<file path="src/rtl/arith_pkg.sv">
// Shared constants for the sequential arithmetic unit: operation modes and FSM state encoding.
// The ARITH_DIV_EN macro decides whether divide is an iterative operation.
package arith_pkg;

    localparam logic [1:0] ARITH_ADD = 2'b00;
    localparam logic [1:0] ARITH_SUB = 2'b01;
    localparam logic [1:0] ARITH_MUL = 2'b10;
    localparam logic [1:0] ARITH_DIV = 2'b11;

    typedef logic [1:0] arith_state_t;

    localparam arith_state_t ST_IDLE = 2'd0;
    localparam arith_state_t ST_CALC = 2'd1;
    localparam arith_state_t ST_ITER = 2'd2;
    localparam arith_state_t ST_DONE = 2'd3;

    // Modes that run through the multi-cycle shift datapath.
    function automatic logic is_iter_mode(input logic [1:0] mode);
`ifdef ARITH_DIV_EN
        return (mode == ARITH_MUL) || (mode == ARITH_DIV);
`else
        return (mode == ARITH_MUL);
`endif
    endfunction

endpackage

</file>
<file path="src/rtl/arith_iter_core.sv">
// Iterative shift-add multiplier and restoring divider, WIDTH steps per operation.
// The divider datapath exists only when ARITH_DIV_EN is defined.
module arith_iter_core
    import arith_pkg::*;
#(
    parameter int unsigned WIDTH = 8
) (
    input  logic                 clk,
    input  logic                 rst,
    input  logic                 i_start,
    input  logic [WIDTH-1:0]     i_a,
    input  logic [WIDTH-1:0]     i_b,
    output logic                 o_done,
    output logic [2*WIDTH-1:0]   o_prod
`ifdef ARITH_DIV_EN
    ,
    output logic [WIDTH-1:0]     o_quo,
    output logic [WIDTH-1:0]     o_rem
`endif
);

    localparam int unsigned CW = $clog2(WIDTH) + 1;
    localparam logic [CW-1:0] LAST = CW'(WIDTH - 1);

    logic                r_busy;
    logic [CW-1:0]       r_cnt;
    logic [2*WIDTH-1:0]  r_acc;
    logic [2*WIDTH-1:0]  r_mcand;
    logic [WIDTH-1:0]    r_mplier;
    logic [2*WIDTH-1:0]  w_acc_nxt;

    assign o_done    = r_busy && (r_cnt == LAST);
    assign w_acc_nxt = r_acc + (r_mplier[0] ? r_mcand : '0);
    // Results are the next-state values so the top can capture them on the done edge.
    assign o_prod    = w_acc_nxt;

    always_ff @(posedge clk) begin
        if (rst) begin
            r_busy   <= 1'b0;
            r_cnt    <= '0;
            r_acc    <= '0;
            r_mcand  <= '0;
            r_mplier <= '0;
        end else if (i_start) begin
            r_busy   <= 1'b1;
            r_cnt    <= '0;
            r_acc    <= '0;
            r_mcand  <= {{WIDTH{1'b0}}, i_a};
            r_mplier <= i_b;
        end else if (r_busy) begin
            r_busy   <= !o_done;
            r_cnt    <= r_cnt + CW'(1);
            r_acc    <= w_acc_nxt;
            r_mcand  <= r_mcand << 1;
            r_mplier <= r_mplier >> 1;
        end
    end

`ifdef ARITH_DIV_EN
    logic [WIDTH-1:0] r_quo;
    logic [WIDTH-1:0] r_rem;
    logic [WIDTH-1:0] r_dvs;
    logic [WIDTH:0]   w_trial;
    logic             w_ge;
    logic [WIDTH-1:0] w_rem_nxt;

    // A zero divisor always "fits", which yields an all-ones quotient and remainder = A.
    assign w_trial   = {r_rem, r_quo[WIDTH-1]};
    assign w_ge      = (w_trial >= {1'b0, r_dvs});
    assign w_rem_nxt = WIDTH'(w_ge ? (w_trial - {1'b0, r_dvs}) : w_trial);
    assign o_quo     = {r_quo[WIDTH-2:0], w_ge};
    assign o_rem     = w_rem_nxt;

    always_ff @(posedge clk) begin
        if (rst) begin
            r_quo <= '0;
            r_rem <= '0;
            r_dvs <= '0;
        end else if (i_start) begin
            r_quo <= i_a;
            r_rem <= '0;
            r_dvs <= i_b;
        end else if (r_busy) begin
            r_quo <= o_quo;
            r_rem <= w_rem_nxt;
        end
    end
`endif

endmodule

</file>
<file path="src/rtl/arith_seq_unit.sv">
// Handshaked multi-mode arithmetic unit: one-cycle add/sub, iterative mul (and div when
// ARITH_DIV_EN is defined); each result is held until the consumer takes it.
module arith_seq_unit
    import arith_pkg::*;
#(
    parameter int unsigned WIDTH = 8
) (
    input  logic                 clk,
    input  logic                 rst,
    input  logic                 in_valid,
    output logic                 in_ready,
    input  logic [WIDTH-1:0]     A,
    input  logic [WIDTH-1:0]     B,
    input  logic [1:0]           M,
    output logic                 out_valid,
    input  logic                 out_ready,
    output logic [2*WIDTH-1:0]   S,
    output logic                 Cout,
    output logic [WIDTH-1:0]     Sr,
    output logic                 err
);

    arith_state_t        r_state;
    logic [WIDTH-1:0]    r_a;
    logic [WIDTH-1:0]    r_b;
    logic [1:0]          r_m;
    logic                r_out_valid;
    logic [2*WIDTH-1:0]  r_s;
    logic                r_cout;
    logic [WIDTH-1:0]    r_sr;
    logic                r_err;

    logic                w_accept;
    logic                w_start;
    logic                w_done;
    logic [2*WIDTH-1:0]  w_prod;
    logic [WIDTH:0]      w_sum;
    logic [WIDTH:0]      w_diff;
    logic [2*WIDTH-1:0]  w_calc_s;
    logic                w_calc_cout;
    logic                w_calc_err;
    logic [2*WIDTH-1:0]  w_iter_s;
    logic [WIDTH-1:0]    w_iter_sr;
    logic                w_iter_err;

    assign w_accept = (r_state == ST_IDLE) && in_valid;
    // The core samples the live operand inputs on the accept edge.
    assign w_start  = w_accept && is_iter_mode(M);

`ifdef ARITH_DIV_EN
    logic [WIDTH-1:0] w_quo;
    logic [WIDTH-1:0] w_rem;
`endif

    arith_iter_core #(
        .WIDTH (WIDTH)
    ) u_iter_core (
        .clk     (clk),
        .rst     (rst),
        .i_start (w_start),
        .i_a     (A),
        .i_b     (B),
        .o_done  (w_done),
        .o_prod  (w_prod)
`ifdef ARITH_DIV_EN
        ,
        .o_quo   (w_quo),
        .o_rem   (w_rem)
`endif
    );

    // The extra MSB of the difference is the borrow.
    assign w_sum  = {1'b0, r_a} + {1'b0, r_b};
    assign w_diff = {1'b0, r_a} - {1'b0, r_b};

    always_comb begin
        w_calc_s    = '0;
        w_calc_cout = 1'b0;
        w_calc_err  = 1'b0;
        case (r_m)
            ARITH_ADD: begin
                w_calc_s    = {{WIDTH{1'b0}}, w_sum[WIDTH-1:0]};
                w_calc_cout = w_sum[WIDTH];
            end
            ARITH_SUB: begin
                w_calc_s    = {{WIDTH{1'b0}}, w_diff[WIDTH-1:0]};
                w_calc_cout = w_diff[WIDTH];
            end
            default: w_calc_err = 1'b1;
        endcase
    end

    always_comb begin
        w_iter_s   = w_prod;
        w_iter_sr  = '0;
        w_iter_err = 1'b0;
`ifdef ARITH_DIV_EN
        if (r_m == ARITH_DIV) begin
            w_iter_s   = {{WIDTH{1'b0}}, w_quo};
            w_iter_sr  = w_rem;
            w_iter_err = (r_b == '0);
        end
`endif
    end

    always_ff @(posedge clk) begin
        if (rst) begin
            r_state     <= ST_IDLE;
            r_a         <= '0;
            r_b         <= '0;
            r_m         <= '0;
            r_out_valid <= 1'b0;
            r_s         <= '0;
            r_cout      <= 1'b0;
            r_sr        <= '0;
            r_err       <= 1'b0;
        end else begin
            case (r_state)
                ST_IDLE: begin
                    if (w_accept) begin
                        r_a     <= A;
                        r_b     <= B;
                        r_m     <= M;
                        r_state <= is_iter_mode(M) ? ST_ITER : ST_CALC;
                    end
                end
                ST_CALC: begin
                    r_s         <= w_calc_s;
                    r_cout      <= w_calc_cout;
                    r_sr        <= '0;
                    r_err       <= w_calc_err;
                    r_out_valid <= 1'b1;
                    r_state     <= ST_DONE;
                end
                ST_ITER: begin
                    if (w_done) begin
                        r_s         <= w_iter_s;
                        r_cout      <= 1'b0;
                        r_sr        <= w_iter_sr;
                        r_err       <= w_iter_err;
                        r_out_valid <= 1'b1;
                        r_state     <= ST_DONE;
                    end
                end
                ST_DONE: begin
                    if (out_ready) begin
                        r_out_valid <= 1'b0;
                        r_state     <= ST_IDLE;
                    end
                end
                default: r_state <= ST_IDLE;
            endcase
        end
    end

    assign in_ready  = (r_state == ST_IDLE);
    assign out_valid = r_out_valid;
    assign S         = r_s;
    assign Cout      = r_cout;
    assign Sr        = r_sr;
    assign err       = r_err;

endmodule

</file>
<file path="config.mk">
export PLATFORM = sky130hd
export DESIGN_NAME = arith_seq_unit
export DESIGN_NICKNAME = d
export VERILOG_FILES = /design/src/rtl/arith_pkg.sv /design/src/rtl/arith_iter_core.sv /design/src/rtl/arith_seq_unit.sv
export SDC_FILE = /design/constraint.sdc
export NUM_CORES = 1
export LEC_CHECK = 0
export ABC_CLOCK_PERIOD_IN_PS = 2300
export CAP_MARGIN = 30
export CORE_MARGIN = 4
export CORE_UTILIZATION = 51
export CTS_CLUSTER_DIAMETER = 200
export DETAILED_ROUTE_END_ITERATION = 8
export PLACE_DENSITY_LB_ADDON = 0.25
export SKIP_CTS_REPAIR_TIMING = 1
export SLEW_MARGIN = 20
export SYNTH_ARGS = -nofsm -noshare
export SYNTH_HDL_FRONTEND = slang
export SYNTH_SLANG_ARGS = --single-unit
</file>
<file path="constraint.sdc">
create_clock -name clk -period 2.3 [get_ports clk]
set_input_delay 0.46 -clock clk [delete_from_list [all_inputs] [get_ports clk]]
set_output_delay 0.46 -clock clk [all_outputs]
set_load 0.02 [all_outputs]
</file>
* Word level (Yosys, flattened, before mapping) *
Index checks and enable logic that the tools add are counted.

storage, ports and cells
  register bits after elaboration = 92
  bits in latches = 0
  bits in writable memories = 0
  bits in read-only memories = 0
  bits of input ports = 22
  output and inout bits = 28
  memories kept = 0

operators by class
  add/sub/neg operators = 4
  $mul = 0
  div/mod/pow operators = 0
  order comparisons = 0
  equality and inequality tests = 9
  shifts and indexed selects = 0
  mux-type cells = 25
  bitwise operators = 0
  reductions and logical operators = 15

operators with widths
  kind                   count
  $mux W8                5
  $mux W16               2
  $pmux W16 S2           1
  $pmux W8 S2            2
  $add A16 B16 Y16       1
  $add A8 B8 Y9          1
  $sub A8 B8 Y9          1
  $mux W2                4
  $pmux W2 S4            1
  $eq A2 B2 Y1 const B   3
  $mux W1                6
  $pmux W1 S2            3
  $reduce_and A3 Y1      2
  $add A4 B1 Y4 const B  1
  $eq A2 B1 Y1 const B   2
  $eq A4 B3 Y1 const B   1
  $logic_not A2 Y1       2
  $ne A2 B1 Y1 const B   2
  $reduce_and A2 Y1      2
  $reduce_bool A2 Y1     2
  $reduce_or A2 Y1       2
  $logic_and A1 B1 Y1    3
  $pmux W1 S3            1
  $reduce_bool A3 Y1     1
  2 further kinds        2

* Longest topological paths before layout *
Gate-level depths: netlist of run 1.

  depth in word-level cells = 5
  gate-level depth with buffers = 11
  depth with buffers taken out = 11

* Hierarchy *
From an unflattened synthesis of run 1, not the netlist that was laid out.

second synthesis, totals
  cells, all modules = 617
  area, all modules = 5,076.1 µm²

modules (own cells, without submodules)
  module           instances  cells each  area an instance (µm²)  seq. area each (µm²)
  arith_iter_core  1          301         2,544.9                 900.9
  arith_seq_unit   1          316         2,531.2                 780.7

* Worst setup path before layout of run 1 *
Ideal clock, no wire load.

  path kind = register to register
  from = register u_iter_core.r_mplier[0]
  to = register u_iter_core.r_acc[12]
  library setup time = 0.128 ns
  data arrival time = 2.464 ns
  required time = 2.172 ns
  setup slack = -0.291 ns
  stages on the path, launching flop included = 12
  clock period less this slack = 2.591 ns
  path through = dfxtp_1 > clkbuf_1 > and2_1 > ha_1 > fa_1 > a211oi_2 > o21bai_1 > a221o_1 > a221oi_2 > xnor2_1 > mux2i_1 > nor2_1

on the way
  cells in the longest elaborated chain, start to end = 2

ends and longest elaborated chain
  what                    line                   text
  start, declared         arith_iter_core.sv:29  logic [WIDTH-1:0] r_mplier;
  start signal, assigned  arith_iter_core.sv:49  r_mplier <= i_b;
  start signal, assigned  arith_iter_core.sv:55  r_mplier <= r_mplier >> 1;
  $mux W16                arith_iter_core.sv:33  assign w_acc_nxt = r_acc + (r_mplier[0] ? r_mcand : '0);
  $add A16 B16 Y16        arith_iter_core.sv:33
  end signal, assigned    arith_iter_core.sv:53  r_acc <= w_acc_nxt;
  end, declared           arith_iter_core.sv:27  logic [2*WIDTH-1:0] r_acc;

No other way between the ends.
A chain may end at the register's enable or synchronous reset.

* Worst setup path in the final report of run 1 *
Same ends and word-level chain as after synthesis.

==> run summary, run 1 <==
total vias in the final route - 4,096
maximum number of pins on one net before global-route repair - 51
capturing point of the worst reg2reg path - u_iter_core.r_acc[12]
CTS root buffer - sky130_fd_sc_hd__clkbuf_8
critical path cell sequence - and2_4 > ha_4 > fa_2 > a211oi_2 > o21bai_1 > a221o_1 > a221oi_2 > xnor2_1 > mux2i_1 > nor2_1
actual slew at the worst max-slew pin - 0.730 ns
launching point of the worst reg2reg path - u_iter_core.r_mplier[0]
Crit-path slowest cell - sky130_fd_sc_hd__fa_2
CP required - 2.60 ns
Inserted Clock Buffers - 9
clock insertion delay at the later pin of the skew report - 0.36 ns
global-route wire length before repair - 18,400 um
DPL Wire Length - 8420 um
Pre-Repair DR Iteration Count - 5
highest fanout seen on the critical path - 4
power per cell area - 798 nW/um2
leftover overflow at the end of global routing - 0
die boundary height - 104 um
remaining design rule violation count - 0
Core Box Area - 8810 um2
status - complete, but fails checks
worst reg-to-reg setup slack - -0.06 ns
critical path class - flip-flop to flip-flop
share of flip-flops with an asynchronous set or reset - 0%
type of element launching the critical path - flip-flop
detail-routed via count per cell - 5.60
gpl congestion - 0.890
NumNets Final - 680
cell area after synthesis - 4670 um2
Tmin final - 2.36 ns
top cell type by total area after synthesis - sky130_fd_sc_hd__dfxtp_1
proportion of layout cells with a drive suffix above 1 - 19.4%
Area growth syn-to-layout - 27.9%
starting utilization of the core area - 53.1%
Seq/Total Area, Yosys - 36.0%
Hold/Removal Path Class - flip-flop to flip-flop
number of DRC markers after the initial detailed-route iteration - 204
Max H-tree Level - 3
share of the synthesized area in the top cell type - 36.0%
CTS clock-pin slew for the worst setup and hold paths - 0.09 ns
Fmax achieved - 424 MHz
Max Cap Violations - 0
post-route core utilization - 67.8%
ant diodes - 0
number of standard cells after synthesis - 545
Max-Slew Margin vs Limit - 51.3%
most area-consuming cells after synthesis - sky130_fd_sc_hd__dfxtp_1, sky130_fd_sc_hd__ha_1, sky130_fd_sc_hd__mux2i_1
number of enable-type register cells in the synthesized netlist - 0
Final Max Slew Viols - 0
most common cell in the netlist - sky130_fd_sc_hd__dfxtp_1
top-level port count - 50
area taken by multi-input logic gates - 3070 um2
number of antenna violations at the first check in global routing - 0
die outline area - 10,800 um2
largest stage delay on the critical path - 0.37 ns
worst IR drop on VDD - 0.591 mV
failing checks - setup timing
distinct cell type count of the synthesized netlist - 49
Site Rows - 34
worst path arrival time - 2.65 ns
Top FF cell, synth - sky130_fd_sc_hd__dfxtp_1
Final Cycle Share - 102%
via count of the first global-routing pass - 3,865
Avg Synthesized Cell Area - 8.57 um2
leading post-synthesis cells by instance count - sky130_fd_sc_hd__dfxtp_1, sky130_fd_sc_hd__nor2_1, sky130_fd_sc_hd__nand2_1
worst slack after detailed placement - -0.110 ns
leakage power summed over all cells - 2.37 nW
Setup Skew - 0.0114 ns
cell count along the critical path - 10
total count of hold-check failures in the final report - 0
clock sink count - 84
filler cell count - 693
clock tree from TritonCTS - built
routed wire length - 12,000 um
clock buffer depth - 2
Placed Instances - 706
non-filler cells in the finished layout - 732
element type at the critical path end - flip-flop
flip-flop and latch area - 1690 um2
number of buffer and inverter stages on the critical path - 0
Setup-failing EPs final - 6
number of antenna-violating nets in the routed design - 0
unrepaired setup endpoints after global routing - true
die span in x - 104 um
number of buffers inserted by port buffering - 41
family with the most delay on the worst path - compound AO/OA/AOI/OAI gates
Worst setup startpoint - u_iter_core.r_mplier[0]
number of synthesized register bits - 84
YS warnings - 0
number of cells on the worst reg-to-reg path - 10
Critical path destination - u_iter_core.r_acc[12]
total global-route track usage - 20.7%
Final WS setup - -0.0560 ns
Wirelength per Cell - 16.5 um
==> metrics by stage <==
step / total power, mW / hold slack, ns / setup TNS [ns] / instance area, um2
finish: 4.77 / 0.454 / -0.181 / 5970
global route: 5.05 / 0.479 / -1.56 / 5970
CTS: 4.65 / 0.475 / -0.909 / 5590
detailed placement: 3.58 / 0.454 / -0.493 / 5400
global placement: 3.54 / 0.439 / -0.117 / 5400
floorplan: 2.94 / 0.453 / -0.314 / 4730
==> layout by cell type (no fill, tap or decap), drive strengths merged, types with 18 or more instances in the layout <==
master,count
a211oi,21
a21oi,43
and2,18
buf,51
clkdlybuf4s50,40
dfxtp,84
ha,36
inv,25
mux2i,36
nand2,57
nor2,62
o21ai,19
xnor2,18
==> sequential cells by signal, summed over array words and instances, names as in the netlist <==
| signal | flops |
|---|---|
| u_iter_core.r_mplier | 8 |
| err | 1 |
| u_iter_core.r_acc | 16 |
| Cout | 1 |
| r_m | 2 |
| r_a | 8 |
| r_state | 2 |
| u_iter_core.r_busy | 1 |
| out_valid | 1 |
| u_iter_core.r_mcand | 16 |
| u_iter_core.r_cnt | 4 |
| S | 16 |
| r_b | 8 |
==> cells by family (layout without fill, tap and decap cells) <==
group	Yosys count	count (layout)	synth area share, %
AOI/OAI and AO/OA	132	132	18.7
xor gates and xnor gates	25	25	4.69
adders and majority gates	39	39	10.9
buffers and inverters	58	130	5.33
DFF	84	84	36.0
muxes	37	37	7.95
other	1	8	0.0803
and+or+nand+nor	169	169	16.4
==> per-layer routing <==
| metal | up-vias | wire [um] | track usage (%) |
|---|---|---|---|
| met4 | 0 | 217 | 6.46 |
| met2 | 132 | 5600 | 32.6 |
| met5 | - | 0 | 0 |
| met1 | 1932 | 5550 | 28.4 |
| met3 | 18 | 686 | 4.42 |
| li1 | 2014 | - | - |
==> area by class of cell <==
cell class | count | area share, %
clock buffers | 10 | 2.14
clock inverters | 6 | 1.17
inverters | 23 | 1.45
multi-input cells | 410 | 51.4
flip-flops and latches | 84 | 28.3
well taps | 108 | 2.26
repair buffers | 91 | 13.4
==> worst min path at each step <==
| stage | to | start | depth (start not counted) | slack, ns |
|---|---|---|---|---|
| global route | S[10] | S[10] | 2 | 0.48 |
| finish | S[15] | S[15] | 2 | 0.45 |
| global placement | S[10] | S[10] | 2 | 0.44 |
| detailed placement | S[15] | S[15] | 2 | 0.45 |
| floorplan | r_b[2] | r_b[2] | 2 | 0.45 |
| CTS | err | err | 2 | 0.47 |
==> tightest hold or removal path: stages, from the launching register on <==
cell,delay [ns]
sky130_fd_sc_hd__dfxtp_1,0.32
sky130_fd_sc_hd__nand2_1,0.05
sky130_fd_sc_hd__o21ai_1,0.05
==> power by group <==
| part | internal, mW | total (mW) | switching, mW |
|---|---|---|---|
| Clock | 0.510 | 1.08 | 0.570 |
| Combinational | 0.830 | 1.92 | 1.09 |
| Sequential | 1.63 | 1.77 | 0.137 |
Power figures use the tool's default switching activity.
==> run 2, diff against run 1 <==
--- a/config.mk
+++ b/config.mk
@@ -11,6 +11,7 @@
 export CORE_UTILIZATION = 51
 export CTS_CLUSTER_DIAMETER = 200
 export DETAILED_ROUTE_END_ITERATION = 8
+export GPL_TIMING_DRIVEN = 0
 export PLACE_DENSITY_LB_ADDON = 0.25
 export SKIP_CTS_REPAIR_TIMING = 1
 export SLEW_MARGIN = 20
==> run summary, run 2 (same netlist as run 1, synthesis figures left out) <==
status - complete, but fails checks
failing checks - setup timing
Area growth syn-to-layout - 22.9%
clock insertion delay at the later pin of the skew report - 0.36 ns
leftover overflow at the end of global routing - 0
maximum number of pins on one net before global-route repair - 15
routed wire length - 12,100 um
type of element launching the critical path - flip-flop
total power - 4.59 mW
leading cell type in the layout, fill and taps excluded - sky130_fd_sc_hd__dfxtp_1
die span in x - 104 um
Hold/Removal Path Class - flip-flop to flip-flop
Crit-path slowest cell - sky130_fd_sc_hd__dfxtp_4
number of DRC markers after the initial detailed-route iteration - 197
via count of the first global-routing pass - 3,786
remaining design rule violation count - 0
CTS root buffer - sky130_fd_sc_hd__clkbuf_8
non-filler cells in the finished layout - 725
worst path arrival time - 2.97 ns
Placed Instances - 700
starting utilization of the core area - 53.1%
Site Rows - 34
gpl congestion - 0.957
CP required - 2.60 ns
critical path cell sequence - buf_8 > and2_4 > ha_4 > fa_2 > a211oi_2 > o21bai_2 > a221o_1 > a221oi_2 > xnor2_1 > mux2i_1 > nor2_1
CTS clock-pin slew for the worst setup and hold paths - 0.09 ns
commonest cells after routing, fill and taps aside - sky130_fd_sc_hd__dfxtp_1, sky130_fd_sc_hd__nor2_1, sky130_fd_sc_hd__nand2_1, sky130_fd_sc_hd__clkdlybuf4s50_1, sky130_fd_sc_hd__a21oi_1
number of buffer and inverter stages on the critical path - 1
die outline area - 10,800 um2
total count of hold-check failures in the final report - 0
Final TNS setup - -2.51 ns
Inserted Clock Buffers - 9
leakage power summed over all cells - 2.29 nW
number of antenna violations at the first check in global routing - 0
element type at the critical path end - flip-flop
detail-routed via count per cell - 5.56
highest fanout seen on the critical path - 6
Final Cycle Share - 116%
number of buffers inserted by port buffering - 40
DPL Wire Length - 9020 um
power per cell area - 799 nW/um2
Max Cap Violations - 0
total global-route track usage - 21.3%
Setup Skew - 0.0142 ns
total vias in the final route - 4,028
Fmax achieved - 375 MHz
worst slack after detailed placement - -0.415 ns
clock tree from TritonCTS - built
Setup-failing EPs final - 15
Tmin final - 2.66 ns
clock sink count - 84
Final Max Slew Viols - 0
global-route wire length before repair - 18,800 um
largest stage delay on the critical path - 0.38 ns
post-route core utilization - 65.2%
number of antenna-violating nets in the routed design - 0
Final WS setup - -0.365 ns
ant diodes - 0
Pre-Repair DR Iteration Count - 4
family with the most delay on the worst path - compound AO/OA/AOI/OAI gates
Max H-tree Level - 3
proportion of layout cells with a drive suffix above 1 - 12.2%
die boundary height - 104 um
NumNets Final - 673
clock buffer depth - 2
top-level port count - 50
unrepaired setup endpoints after global routing - true
Max-Slew Margin vs Limit - 47.8%
Wirelength per Cell - 16.6 um
actual slew at the worst max-slew pin - 0.783 ns
Core Box Area - 8810 um2
critical path class - flip-flop to flip-flop
worst IR drop on VDD - 0.605 mV
[run 2: cell types whose count changed in the layout (fill, tap and decap cells not counted), sizes merged]
| cell | delta |
|---|---|
| inv | -1 |
| clkbuf | +23 |
| buf | -29 |
[run 2: final timing paths]
path	from	depth (start not counted)	end	slack, ns
worst max-delay path	u_iter_core.r_mplier[0]	11	u_iter_core.r_acc[12]	-0.36
worst min-delay path	S[10]	2	S[10]	0.45
worst max register to register	u_iter_core.r_mplier[0]	11	u_iter_core.r_acc[12]	-0.36
worst min register to register	S[10]	2	S[10]	0.45
[run 2: layout make-up]
class | count | area, um2
Clock inverter | 5 | 61.3
Tap cell | 108 | 135
Timing Repair Buffer | 50 | 490
Buffer | 34 | 174
Fill cell | 745 | 3060
Multi-Input combinational cell | 410 | 2980
Inverter | 23 | 86.3
Clock buffer | 11 | 131
Sequential cell | 84 | 1690
[run 2: stage by stage]
stage	area [um2]	hold WS, ns
2_1_floorplan	4730	0.453
3_3_place_gp	5260	0.436
3_5_place_dp	5260	0.442
4_1_cts	5460	0.461
5_1_grt	5740	0.485
6_report	5740	0.450
[run 2: power breakdown]
group          internal [mW]  switching, mW
sequential              1.63          0.139
clock                  0.507          0.545
combinational          0.709           1.06
[run 2: worst register-to-register path: cells and delay by family, from the launching register on]
kind | cells | cell delay [ns]
buffers and inverters | 1 | 0.13
multiplexers | 1 | 0.10
AND/OR/NAND/NOR | 2 | 0.27
adder cells (fa/ha/maj) | 2 | 0.53
flip-flops | 1 | 0.38
XOR/XNOR | 1 | 0.18
AO/OA/AOI/OAI | 4 | 1.03
[run 2: routing by layer]
| layer | vias up | GRT usage (%) | wire length, um | part of all wire [%] |
|---|---|---|---|---|
| met3 | 22 | 3.23 | 610 | 5.1 |
| met2 | 124 | 32.7 | 5410 | 45 |
| met1 | 1877 | 30.2 | 5760 | 48 |
| met5 | - | 0 | 0 | 0 |
| li1 | 2005 | - | - | - |
| met4 | 0 | 8.26 | 292 | 2.4 |
==> run 3, diff against run 2 <==
--- a/config.mk
+++ b/config.mk
@@ -8,10 +8,11 @@
 export ABC_CLOCK_PERIOD_IN_PS = 2300
 export CAP_MARGIN = 30
 export CORE_MARGIN = 4
-export CORE_UTILIZATION = 51
+export CORE_UTILIZATION = 35
 export CTS_CLUSTER_DIAMETER = 200
 export DETAILED_ROUTE_END_ITERATION = 8
 export GPL_TIMING_DRIVEN = 0
+export MAX_ROUTING_LAYER = met4
 export PLACE_DENSITY_LB_ADDON = 0.25
 export SKIP_CTS_REPAIR_TIMING = 1
 export SLEW_MARGIN = 20
==> run summary, run 3 (same netlist as run 1, synthesis figures left out) <==
NumNets Final - 680
total count of hold-check failures in the final report - 0
Wirelength per Cell - 15.9 um
largest stage delay on the critical path - 0.37 ns
Worst Hold Margin - 0.447 ns
top-level port count - 50
starting utilization of the core area - 36.4%
status - complete, but fails checks
commonest cells after routing, fill and taps aside - sky130_fd_sc_hd__dfxtp_1, sky130_fd_sc_hd__nor2_1, sky130_fd_sc_hd__nand2_1, sky130_fd_sc_hd__clkdlybuf4s50_1, sky130_fd_sc_hd__mux2i_1
maximum number of pins on one net before global-route repair - 16
DPL Wire Length - 9260 um
CTS clock-pin slew for the worst setup and hold paths - 0.07 ns
die outline area - 15,300 um2
clock insertion delay at the later pin of the skew report - 0.35 ns
Area growth syn-to-layout - 32.3%
number of buffers inserted by port buffering - 40
Max-Slew Margin vs Limit - 48.3%
ant diodes - 0
failing checks - setup timing
remaining design rule violation count - 0
Max Cap Violations - 0
Pre-Repair DR Iteration Count - 5
number of DRC markers after the initial detailed-route iteration - 216
Setup-failing EPs final - 16
number of antenna-violating nets in the routed design - 0
Crit-path slowest cell - sky130_fd_sc_hd__dfxtp_4
die span in x - 124 um
post-route core utilization - 48.2%
Core Box Area - 12,800 um2
detail-routed via count per cell - 5.13
Final Max Slew Viols - 0
power per cell area - 814 nW/um2
critical path cell sequence - buf_8 > and2_4 > ha_4 > fa_2 > a211oi_2 > o21bai_2 > a221o_1 > a221oi_2 > xnor2_1 > mux2i_1 > nor2_1
Tmin final - 2.69 ns
type of element launching the critical path - flip-flop
global-route wire length before repair - 19,300 um
Inserted Clock Buffers - 9
Final Cycle Share - 117%
actual slew at the worst max-slew pin - 0.776 ns
Site Rows - 41
die boundary height - 124 um
clock sink count - 84
leakage power summed over all cells - 2.37 nW
total vias in the final route - 4,080
leading cell type in the layout, fill and taps excluded - sky130_fd_sc_hd__dfxtp_1
CTS root buffer - sky130_fd_sc_hd__clkbuf_16
Hold/Removal Path Class - flip-flop to flip-flop
routed wire length - 12,700 um
highest fanout seen on the critical path - 4
clock buffer depth - 2
element type at the critical path end - flip-flop
proportion of layout cells with a drive suffix above 1 - 17.3%
clock tree from TritonCTS - built
number of antenna violations at the first check in global routing - 0
via count of the first global-routing pass - 3,854
Final WS setup - -0.394 ns
gpl congestion - 0.916
Fmax achieved - 371 MHz
Max H-tree Level - 3
total global-route track usage - 16.7%
worst path arrival time - 2.97 ns
unrepaired setup endpoints after global routing - true
worst IR drop on VDD - 0.379 mV
Setup Skew - 0.0108 ns
critical path class - flip-flop to flip-flop
leftover overflow at the end of global routing - 0
CP required - 2.58 ns
==> run 3: metal layers <==
metal,vias to the layer above,global-route usage (%),part of all wire [%]
met5,-,-,0
met4,0,5.19,1.6
met3,15,2.56,4.8
met2,112,25.3,45
met1,1932,23.0,49
li1,2021,-,-
==> run 3: worst max-delay path, delay by kind of cell, from the launching register on <==
kind,cells,cell delay (ns)
AO/OA/AOI/OAI,4,1.05
XOR/XNOR,1,0.18
adder cells (fa/ha/maj),2,0.52
buffers and inverters,1,0.13
flip-flops,1,0.37
multiplexers,1,0.10
AND/OR/NAND/NOR,2,0.26
==> run 3: per-stage QoR <==
step	cells	TNS, ns	power (mW)	instance area (um2)	setup slack (ns)
after global placement	764	-5.73	3.45	5340	-0.417
after floorplan	552	-0.314	2.94	4730	-0.162
after CTS	780	-4.32	4.86	5620	-0.464
after detailed placement	764	-6.46	3.48	5340	-0.428
final	796	-2.52	5.03	6180	-0.394
after global routing	796	-4.35	5.32	6180	-0.501
==> run 3: path summary, 6_finish.rpt <==
kind / depth (start not counted) / slack [ns] / end / from
max: 11 / -0.39 / u_iter_core.r_acc[12] / u_iter_core.r_mplier[0]
min: 2 / 0.45 / S[15] / S[15]
min reg2reg: 2 / 0.45 / S[15] / S[15]
max reg2reg: 11 / -0.39 / u_iter_core.r_acc[12] / u_iter_core.r_mplier[0]
==> run 3: area by class of cell <==
class | instances | area [um2]
well taps | 172 | 215
fillers | 1205 | 6640
flip-flops and latches | 84 | 1690
clock inverters | 6 | 48.8
clock buffers | 10 | 229
multi-input cells | 410 | 3190
repair buffers | 57 | 547
plain buffers | 34 | 174
inverters | 23 | 86.3
==> run 3: where the power goes <==
group          internal, mW  switching (mW)  total [mW]
Clock                 0.742           0.635        1.38
Sequential             1.63           0.151        1.78
Combinational         0.765            1.11        1.87
Total                  3.14            1.89        5.03
